**config.mk**
```make
export PLATFORM = sky130hd
export DESIGN_NAME = mem_port_arbiter_flat
export DESIGN_NICKNAME = d
export VERILOG_FILES = /design/src/rtl/mem_port_arbiter_if.sv /design/src/rtl/mem_port_arbiter.sv /design/src/flat_wrapper.sv
export SDC_FILE = /design/constraint.sdc
export NUM_CORES = 1
export LEC_CHECK = 0
export ABC_AREA = 1
export CAP_MARGIN = 20
export CELL_PAD_IN_SITES_DETAIL_PLACEMENT = 1
export CELL_PAD_IN_SITES_GLOBAL_PLACEMENT = 1
export CORE_MARGIN = 10
export CORE_UTILIZATION = 34
export CTS_CLUSTER_DIAMETER = 40
export DETAILED_ROUTE_END_ITERATION = 10
export PLACE_DENSITY_LB_ADDON = 0.1
export SETUP_SLACK_MARGIN = 0.3
export SLEW_MARGIN = 20
export SYNTH_ARGS = -nofsm -noshare
export SYNTH_HDL_FRONTEND = slang
export SYNTH_SLANG_ARGS = --single-unit
```
**constraint.sdc**
```tcl
create_clock -name clk -period 3.8 [get_ports clk]
set_input_delay 0.95 -clock clk [delete_from_list [all_inputs] [get_ports clk]]
set_output_delay 0.95 -clock clk [all_outputs]
set_load 0.005 [all_outputs]
```
**src/rtl/mem_port_arbiter_if.sv**
```systemverilog
// rtl/mem_port_arbiter_if.sv - CPU request and RAM port signal bundle for mem_port_arbiter
interface mem_port_arbiter_if #(
  parameter int ADDR_W = 11,
  parameter int DATA_W = 32
);
  logic              read_mem_ir;
  logic [ADDR_W-1:0] mem_radrs_ir;
  logic              read_mem_load;
  logic [ADDR_W-1:0] mem_radrs_ld;
  logic              write_mem;
  logic [ADDR_W-1:0] mem_wadrs;
  logic [DATA_W-1:0] mem_wdata;
  logic              fetch_enabled;
  logic [DATA_W-1:0] instruction_fetch;
  logic              instr_valid;
  logic              read_load_valid;
  logic [DATA_W-1:0] mem_load_data;
  logic              write_store_valid;
  logic              ram_en;
  logic              ram_we;
  logic [ADDR_W-1:0] ram_addr;
  logic [DATA_W-1:0] ram_wdata;
  logic [DATA_W-1:0] ram_rdata;
  logic              err_overflow;

  modport slave (
    input  read_mem_ir, mem_radrs_ir, read_mem_load, mem_radrs_ld,
    input  write_mem, mem_wadrs, mem_wdata, ram_rdata,
    output fetch_enabled, instruction_fetch, instr_valid, read_load_valid,
    output mem_load_data, write_store_valid, ram_en, ram_we, ram_addr,
    output ram_wdata, err_overflow
  );

  modport master (
    output read_mem_ir, mem_radrs_ir, read_mem_load, mem_radrs_ld,
    output write_mem, mem_wadrs, mem_wdata, ram_rdata,
    input  fetch_enabled, instruction_fetch, instr_valid, read_load_valid,
    input  mem_load_data, write_store_valid, ram_en, ram_we, ram_addr,
    input  ram_wdata, err_overflow
  );
endinterface

```
**src/rtl/mem_port_arbiter.sv**
```systemverilog
// rtl/mem_port_arbiter.sv - single-port RAM arbiter for fetch, load and store requesters
module mem_port_arbiter #(
  parameter int ADDR_W = 11,
  parameter int DATA_W = 32,
  parameter int RD_LAT = 1
) (
  input logic               clk,
  input logic               reset,
  mem_port_arbiter_if.slave bus
);
  typedef enum logic [1:0] {IDLE, STORE, LOAD, FETCH} state_t;

  localparam logic [2:0] LAT_INIT = 3'(RD_LAT);

  state_t            state;
  logic              ld_pend;
  logic              st_pend;
  logic [ADDR_W-1:0] ld_addr;
  logic [ADDR_W-1:0] st_addr;
  logic [DATA_W-1:0] st_data;
  logic [2:0]        lat_cnt;

  assign bus.fetch_enabled = (state == IDLE) && !ld_pend && !st_pend;

  always_ff @(posedge clk) begin
    if (reset) begin
      state                 <= IDLE;
      ld_pend               <= 1'b0;
      st_pend               <= 1'b0;
      ld_addr               <= '0;
      st_addr               <= '0;
      st_data               <= '0;
      lat_cnt               <= '0;
      bus.ram_en            <= 1'b0;
      bus.ram_we            <= 1'b0;
      bus.ram_addr          <= '0;
      bus.ram_wdata         <= '0;
      bus.instruction_fetch <= '0;
      bus.mem_load_data     <= '0;
      bus.instr_valid       <= 1'b0;
      bus.read_load_valid   <= 1'b0;
      bus.write_store_valid <= 1'b0;
      bus.err_overflow      <= 1'b0;
    end else begin
      bus.instr_valid       <= 1'b0;
      bus.read_load_valid   <= 1'b0;
      bus.write_store_valid <= 1'b0;
      bus.ram_en            <= 1'b0;
      bus.ram_we            <= 1'b0;

      // A pulse against an already-set pend bit is lost; the FSM clear below
      // still wins on a completion edge, so the dropped pulse stays dropped.
      if (bus.write_mem) begin
        if (st_pend) begin
          bus.err_overflow <= 1'b1;
        end else begin
          st_pend <= 1'b1;
          st_addr <= bus.mem_wadrs;
          st_data <= bus.mem_wdata;
        end
      end
      if (bus.read_mem_load) begin
        if (ld_pend) begin
          bus.err_overflow <= 1'b1;
        end else begin
          ld_pend <= 1'b1;
          ld_addr <= bus.mem_radrs_ld;
        end
      end

      case (state)
        IDLE: begin
          // Store ahead of load keeps read-after-write order for one address.
          if (st_pend) begin
            bus.ram_en    <= 1'b1;
            bus.ram_we    <= 1'b1;
            bus.ram_addr  <= st_addr;
            bus.ram_wdata <= st_data;
            lat_cnt       <= LAT_INIT;
            state         <= STORE;
          end else if (ld_pend) begin
            bus.ram_en    <= 1'b1;
            bus.ram_addr  <= ld_addr;
            bus.ram_wdata <= '0;
            lat_cnt       <= LAT_INIT;
            state         <= LOAD;
          end else if (bus.read_mem_ir && bus.fetch_enabled) begin
            bus.ram_en    <= 1'b1;
            bus.ram_addr  <= bus.mem_radrs_ir;
            bus.ram_wdata <= '0;
            lat_cnt       <= LAT_INIT;
            state         <= FETCH;
          end
        end
        STORE: begin
          bus.write_store_valid <= 1'b1;
          st_pend               <= 1'b0;
          state                 <= IDLE;
        end
        LOAD: begin
          if (lat_cnt == 3'd0) begin
            bus.mem_load_data   <= bus.ram_rdata;
            bus.read_load_valid <= 1'b1;
            ld_pend             <= 1'b0;
            state               <= IDLE;
          end else begin
            lat_cnt <= lat_cnt - 3'd1;
          end
        end
        FETCH: begin
          if (lat_cnt == 3'd0) begin
            bus.instruction_fetch <= bus.ram_rdata;
            bus.instr_valid       <= 1'b1;
            state                 <= IDLE;
          end else begin
            lat_cnt <= lat_cnt - 3'd1;
          end
        end
        default: state <= IDLE;
      endcase
    end
  end
endmodule

```
**src/flat_wrapper.sv**
```systemverilog
// flat-port wrapper written by rule: the top's interface ports become plain ports
module mem_port_arbiter_flat 
#(
  parameter int ADDR_W = 11,
  parameter int DATA_W = 32,
  parameter int RD_LAT = 1
)
  (clk, reset, bus_read_mem_ir, bus_mem_radrs_ir, bus_read_mem_load, bus_mem_radrs_ld, bus_write_mem, bus_mem_wadrs, bus_mem_wdata, bus_ram_rdata, bus_fetch_enabled, bus_instruction_fetch, bus_instr_valid, bus_read_load_valid, bus_mem_load_data, bus_write_store_valid, bus_ram_en, bus_ram_we, bus_ram_addr, bus_ram_wdata, bus_err_overflow);
  mem_port_arbiter_if #(.ADDR_W(ADDR_W), .DATA_W(DATA_W)) bus_i ();
  input logic clk;
  input logic reset;
  input wire logic [$bits(bus_i.read_mem_ir)-1:0] bus_read_mem_ir;
  input wire logic [$bits(bus_i.mem_radrs_ir)-1:0] bus_mem_radrs_ir;
  input wire logic [$bits(bus_i.read_mem_load)-1:0] bus_read_mem_load;
  input wire logic [$bits(bus_i.mem_radrs_ld)-1:0] bus_mem_radrs_ld;
  input wire logic [$bits(bus_i.write_mem)-1:0] bus_write_mem;
  input wire logic [$bits(bus_i.mem_wadrs)-1:0] bus_mem_wadrs;
  input wire logic [$bits(bus_i.mem_wdata)-1:0] bus_mem_wdata;
  input wire logic [$bits(bus_i.ram_rdata)-1:0] bus_ram_rdata;
  output wire logic [$bits(bus_i.fetch_enabled)-1:0] bus_fetch_enabled;
  output wire logic [$bits(bus_i.instruction_fetch)-1:0] bus_instruction_fetch;
  output wire logic [$bits(bus_i.instr_valid)-1:0] bus_instr_valid;
  output wire logic [$bits(bus_i.read_load_valid)-1:0] bus_read_load_valid;
  output wire logic [$bits(bus_i.mem_load_data)-1:0] bus_mem_load_data;
  output wire logic [$bits(bus_i.write_store_valid)-1:0] bus_write_store_valid;
  output wire logic [$bits(bus_i.ram_en)-1:0] bus_ram_en;
  output wire logic [$bits(bus_i.ram_we)-1:0] bus_ram_we;
  output wire logic [$bits(bus_i.ram_addr)-1:0] bus_ram_addr;
  output wire logic [$bits(bus_i.ram_wdata)-1:0] bus_ram_wdata;
  output wire logic [$bits(bus_i.err_overflow)-1:0] bus_err_overflow;
  assign bus_i.read_mem_ir = bus_read_mem_ir;
  assign bus_i.mem_radrs_ir = bus_mem_radrs_ir;
  assign bus_i.read_mem_load = bus_read_mem_load;
  assign bus_i.mem_radrs_ld = bus_mem_radrs_ld;
  assign bus_i.write_mem = bus_write_mem;
  assign bus_i.mem_wadrs = bus_mem_wadrs;
  assign bus_i.mem_wdata = bus_mem_wdata;
  assign bus_i.ram_rdata = bus_ram_rdata;
  assign bus_fetch_enabled = bus_i.fetch_enabled;
  assign bus_instruction_fetch = bus_i.instruction_fetch;
  assign bus_instr_valid = bus_i.instr_valid;
  assign bus_read_load_valid = bus_i.read_load_valid;
  assign bus_mem_load_data = bus_i.mem_load_data;
  assign bus_write_store_valid = bus_i.write_store_valid;
  assign bus_ram_en = bus_i.ram_en;
  assign bus_ram_we = bus_i.ram_we;
  assign bus_ram_addr = bus_i.ram_addr;
  assign bus_ram_wdata = bus_i.ram_wdata;
  assign bus_err_overflow = bus_i.err_overflow;
  mem_port_arbiter #(.ADDR_W(ADDR_W), .DATA_W(DATA_W), .RD_LAT(RD_LAT)) u_core (.clk(clk), .reset(reset), .bus(bus_i));
endmodule
```
==> metrics.md <==
| Metric | Value |
|---|---|
| Status | complete, no violations |
| Drc violations | 0 |
| Worst r2r src | u_core.st_pend$_SDFFE_PP0P_ |
| Critical path class | reg2out |
| CTS tree | built |
| Hold buffer count at CTS | 0 |
| Post-synth cell types | 22 |
| Area leader, netlist | dfxtp_1 |
| Syn-to-layout area delta | 44.21% |
| Clock Skew | between 9 and 10 ps |
| Final hold violation count | 0 |
| Worst endpoint data arrival time | 1820 ps |
| PwrDens | 555.3 nW/µm² |
| Dpl cells | 1216 |
| Die ar. | 24400 µm² |
| Yosys top cell area share | 0.5524 |
| Synth Register Bits | 174 |
| H-tree depth | 4 |
| Routed Antenna Nets | 0 |
| Drt total wl | about 20 mm |
| R2r endpoint | u_core.bus.ram_addr[2]$_SDFFE_PP0P_ |
| Final #Nets | approximately 1100 |
| IO Pins | 216 |
| Worst IR Drop VDD | 0.3143 mV |
| Chip Width | 156.2 µm |
| Postcts setup bufs | 0 |
| Hold WS | 448.3 ps |
| Primary FF master, synth | dfxtp_1 |
| Flop2flop setup slack | 1570 ps |
| Root Driver | clkbuf_16 |
| Initial antenna violation count | 1 |
| Crit-path cells | nor2_4 -> inv_1 -> nor3_1 -> clkdlybuf4s50_1 |
| Gpl congestion | 0.7557 |
| Synth warn | 0 |
| DP Area | 8512 µm² |
| CP startpoint | u_core.state[1]$_SDFFE_PP0P_ |
| Min Tclk post-route | 2768 ps |
| Synth Net Count | 921 |
| CTS clock-pin slew for the worst setup and hold paths | ~60 ps |
| Hold WC Path Type | reg2reg |
| Leakage | ~3.7 nW |
| Reg area | 3483 µm² |
| Post-layout instance area | 9094 µm² |
| Metal3 WL | 1.927 mm |
| First-pass GRT wire length | 32.48 mm |
| Clock Latency Late Sink | 430 ps |
| Worst Setup Start Kind | flip-flop |
| CP Max Fanout | 6 |
| Post-synthesis sequential area ratio | 0.5524 |
| WL per Instance | 16.52 µm |
| Fillers | 2169 |
| Critical Path Max Stage Delay | 570 ps |
| Final period util | 0.7285 |
| Vias per Instance | 4.684 |
| Final Util | 0.5028 |
| Clock buffer depth | 2 |
| Synth area leaders | dfxtp_1 (55%), nor2_1 (12%), nand2_1 (11%), o21ai_0 (7.1%), nand3_1 (3.7%) |
| RSZ-0062 raised after global routing | no |
| Num Clock Sinks | 174 |
| Initial Util | 0.3487 |
| Largest net degree at the start of global routing | 124 |
| Required time worst endpoint | between 2000 and 3000 ps |
| Vias | 5846 |
| Crit path to | bus_fetch_enabled |
| Total gr overflow | 0 |
| Starting DRT DRC Count | 211 |
| First-pass DRT Iterations | 4 |
| Multi-input logic area | 2464 µm² |
| Post-Synthesis Cell Area | 6306 µm² |
| Layout cells sized above 1 | 0.04809 |
| Average cell area after synthesis | 7.719 µm² |
| # diodes | 0 |
| Cts bufs inserted | 17 |
| FMAX | 0.3613 GHz |
| Die Ht | 156.2 µm |
| Met1 Wirelength | ~9.0 mm |
| Worst R2R Path Depth | 7 |
| Non-filler cells, final | 1248 |
| Fin Setup TNS | 0 ps |
| Vias in the first global route | 5986 |
| Row count | 49 |
| Worst-Margin Slew | 827.6 ps |
| Crit. End Element | output pin |
| Routed wl met2 | 9.478 mm |
| Highest metal used | met5 |
| Final setup vio count | 0 |
| Post-CTS sizing | 0 |
| Max Slew Vio Count | 0 |
| Detail Placement HPWL | around 14 mm |
| Core area | 18090 µm² |
| Max transition margin | 0.4475 |
| Most frequent cells in the layout | clkdlybuf4s50_1 (215), nor2_1 (203), nand2_1 (178), dfxtp_1 (174), o21ai_0 (89) |
| Most common cell after layout, fill and taps aside | clkdlybuf4s50_1 |
| Synth async-reset ratio | 0 |
| Count of flip-flops with a built-in enable after synthesis | 0 |
| CP max stage cell | clkdlybuf4s50_1 |
| Max-Cap Viols | 0 |
| Total GRT Usage | 0.1669 |
| I/O Buffers | around 220 |
| Synthesized instance count | 817 |
[layout make-up]
class | count | share of cell area
multi-input combinational | 572 | 0.2709
timing repair buffer | 219 | 0.2413
sequential | 174 | 0.3830
clock buffer | 20 | 0.04912
inverter | 22 | 0.009218
clock inverter | 12 | 0.01486
tap | 229 | 0.03151
[synthesized netlist by cell type, types with 2 or more instances]
cell type / count
ha_1: 2
inv_1: 14
nor2_4: 2
buf_2: 20
nand3_1: 46
nor2_1: 203
a21oi_1: 39
nor3_1: 3
clkinv_1: 2
inv_2: 6
buf_6: 7
nand2_1: 178
buf_4: 4
nand2_4: 2
o21ai_0: 89
dfxtp_1: 174
nor2_2: 3
clkbuf_1: 18
nand3_4: 2
[routing by layer]
| metal | vias up | GRT usage |
|---|---|---|
| li1 | 2975 | - |
| met1 | 2714 | 0.1972 |
| met2 | 141 | 0.2663 |
| met3 | 14 | 0.08106 |
| met4 | 2 | 0.04180 |
| met5 | - | 0 |
[worst max-delay path, delay by kind of cell, from the launching register on]
kind | cells | cell delay [ps]
buf+inv | 2 | 640
flops | 1 | 420
simple gates | 2 | 330
[cell families after synthesis]
| kind of cell | after synthesis | synth area share |
|---|---|---|
| flops | 174 | 0.5524 |
| simple gates | 440 | 0.2823 |
| buf+inv | 71 | 0.05695 |
| compound gates | 130 | 0.1044 |
| fa+ha+maj | 2 | 0.003968 |
[through the flow]
stage	power (mW)	worst slack [ps]
floorplan	2.761	1987
global placement	3.347	975.3
detailed placement	3.371	902.8
CTS	5.128	980.5
global route	5.350	915.1
finish	5.050	1032
[flip-flops by register name, indices dropped and copies added, names as in the netlist]
name	flops
u_core.bus.err_overflow	1
u_core.state	2
u_core.bus.instruction_fetch	32
u_core.bus.mem_load_data	32
u_core.st_addr	11
u_core.bus.write_store_valid	1
u_core.st_pend	1
u_core.st_data	32
u_core.bus.ram_wdata	32
u_core.lat_cnt	3
u_core.ld_addr	11
u_core.ld_pend	1
u_core.bus.read_load_valid	1
u_core.bus.ram_en	1
u_core.bus.ram_addr	11
u_core.bus.instr_valid	1
u_core.bus.ram_we	1
[how the worst min path moves through the flow]
stage	startpoint	to	slack (ps)	depth (start not counted)
final	u_core.bus.ram_addr[4]$_SDFFE_PP0P_	u_core.bus.ram_addr[4]$_SDFFE_PP0P_	450	2
after global routing	u_core.st_data[27]$_SDFFE_PP0P_	u_core.bus.ram_wdata[27]$_SDFFE_PP0P_	480	2
after CTS	u_core.bus.ram_addr[4]$_SDFFE_PP0P_	u_core.bus.ram_addr[4]$_SDFFE_PP0P_	450	2
after detailed placement	u_core.bus.ram_addr[4]$_SDFFE_PP0P_	u_core.bus.ram_addr[4]$_SDFFE_PP0P_	440	2
after global placement	u_core.bus.ram_addr[8]$_SDFFE_PP0P_	u_core.bus.ram_addr[8]$_SDFFE_PP0P_	430	2
after floorplan	u_core.ld_addr[9]$_SDFFE_PP0P_	u_core.ld_addr[9]$_SDFFE_PP0P_	430	2
[power breakdown]
| group | total [mW] | switching (mW) | leakage, nW | internal, mW |
|---|---|---|---|---|
| clock network | 1.74 | 0.748 | 0.274 | 0.992 |
| registers | 2.20 | 0.138 | 1.43 | 2.07 |
| logic | 1.11 | 0.555 | 1.98 | 0.551 |
(Power assumes the default switching activity.)
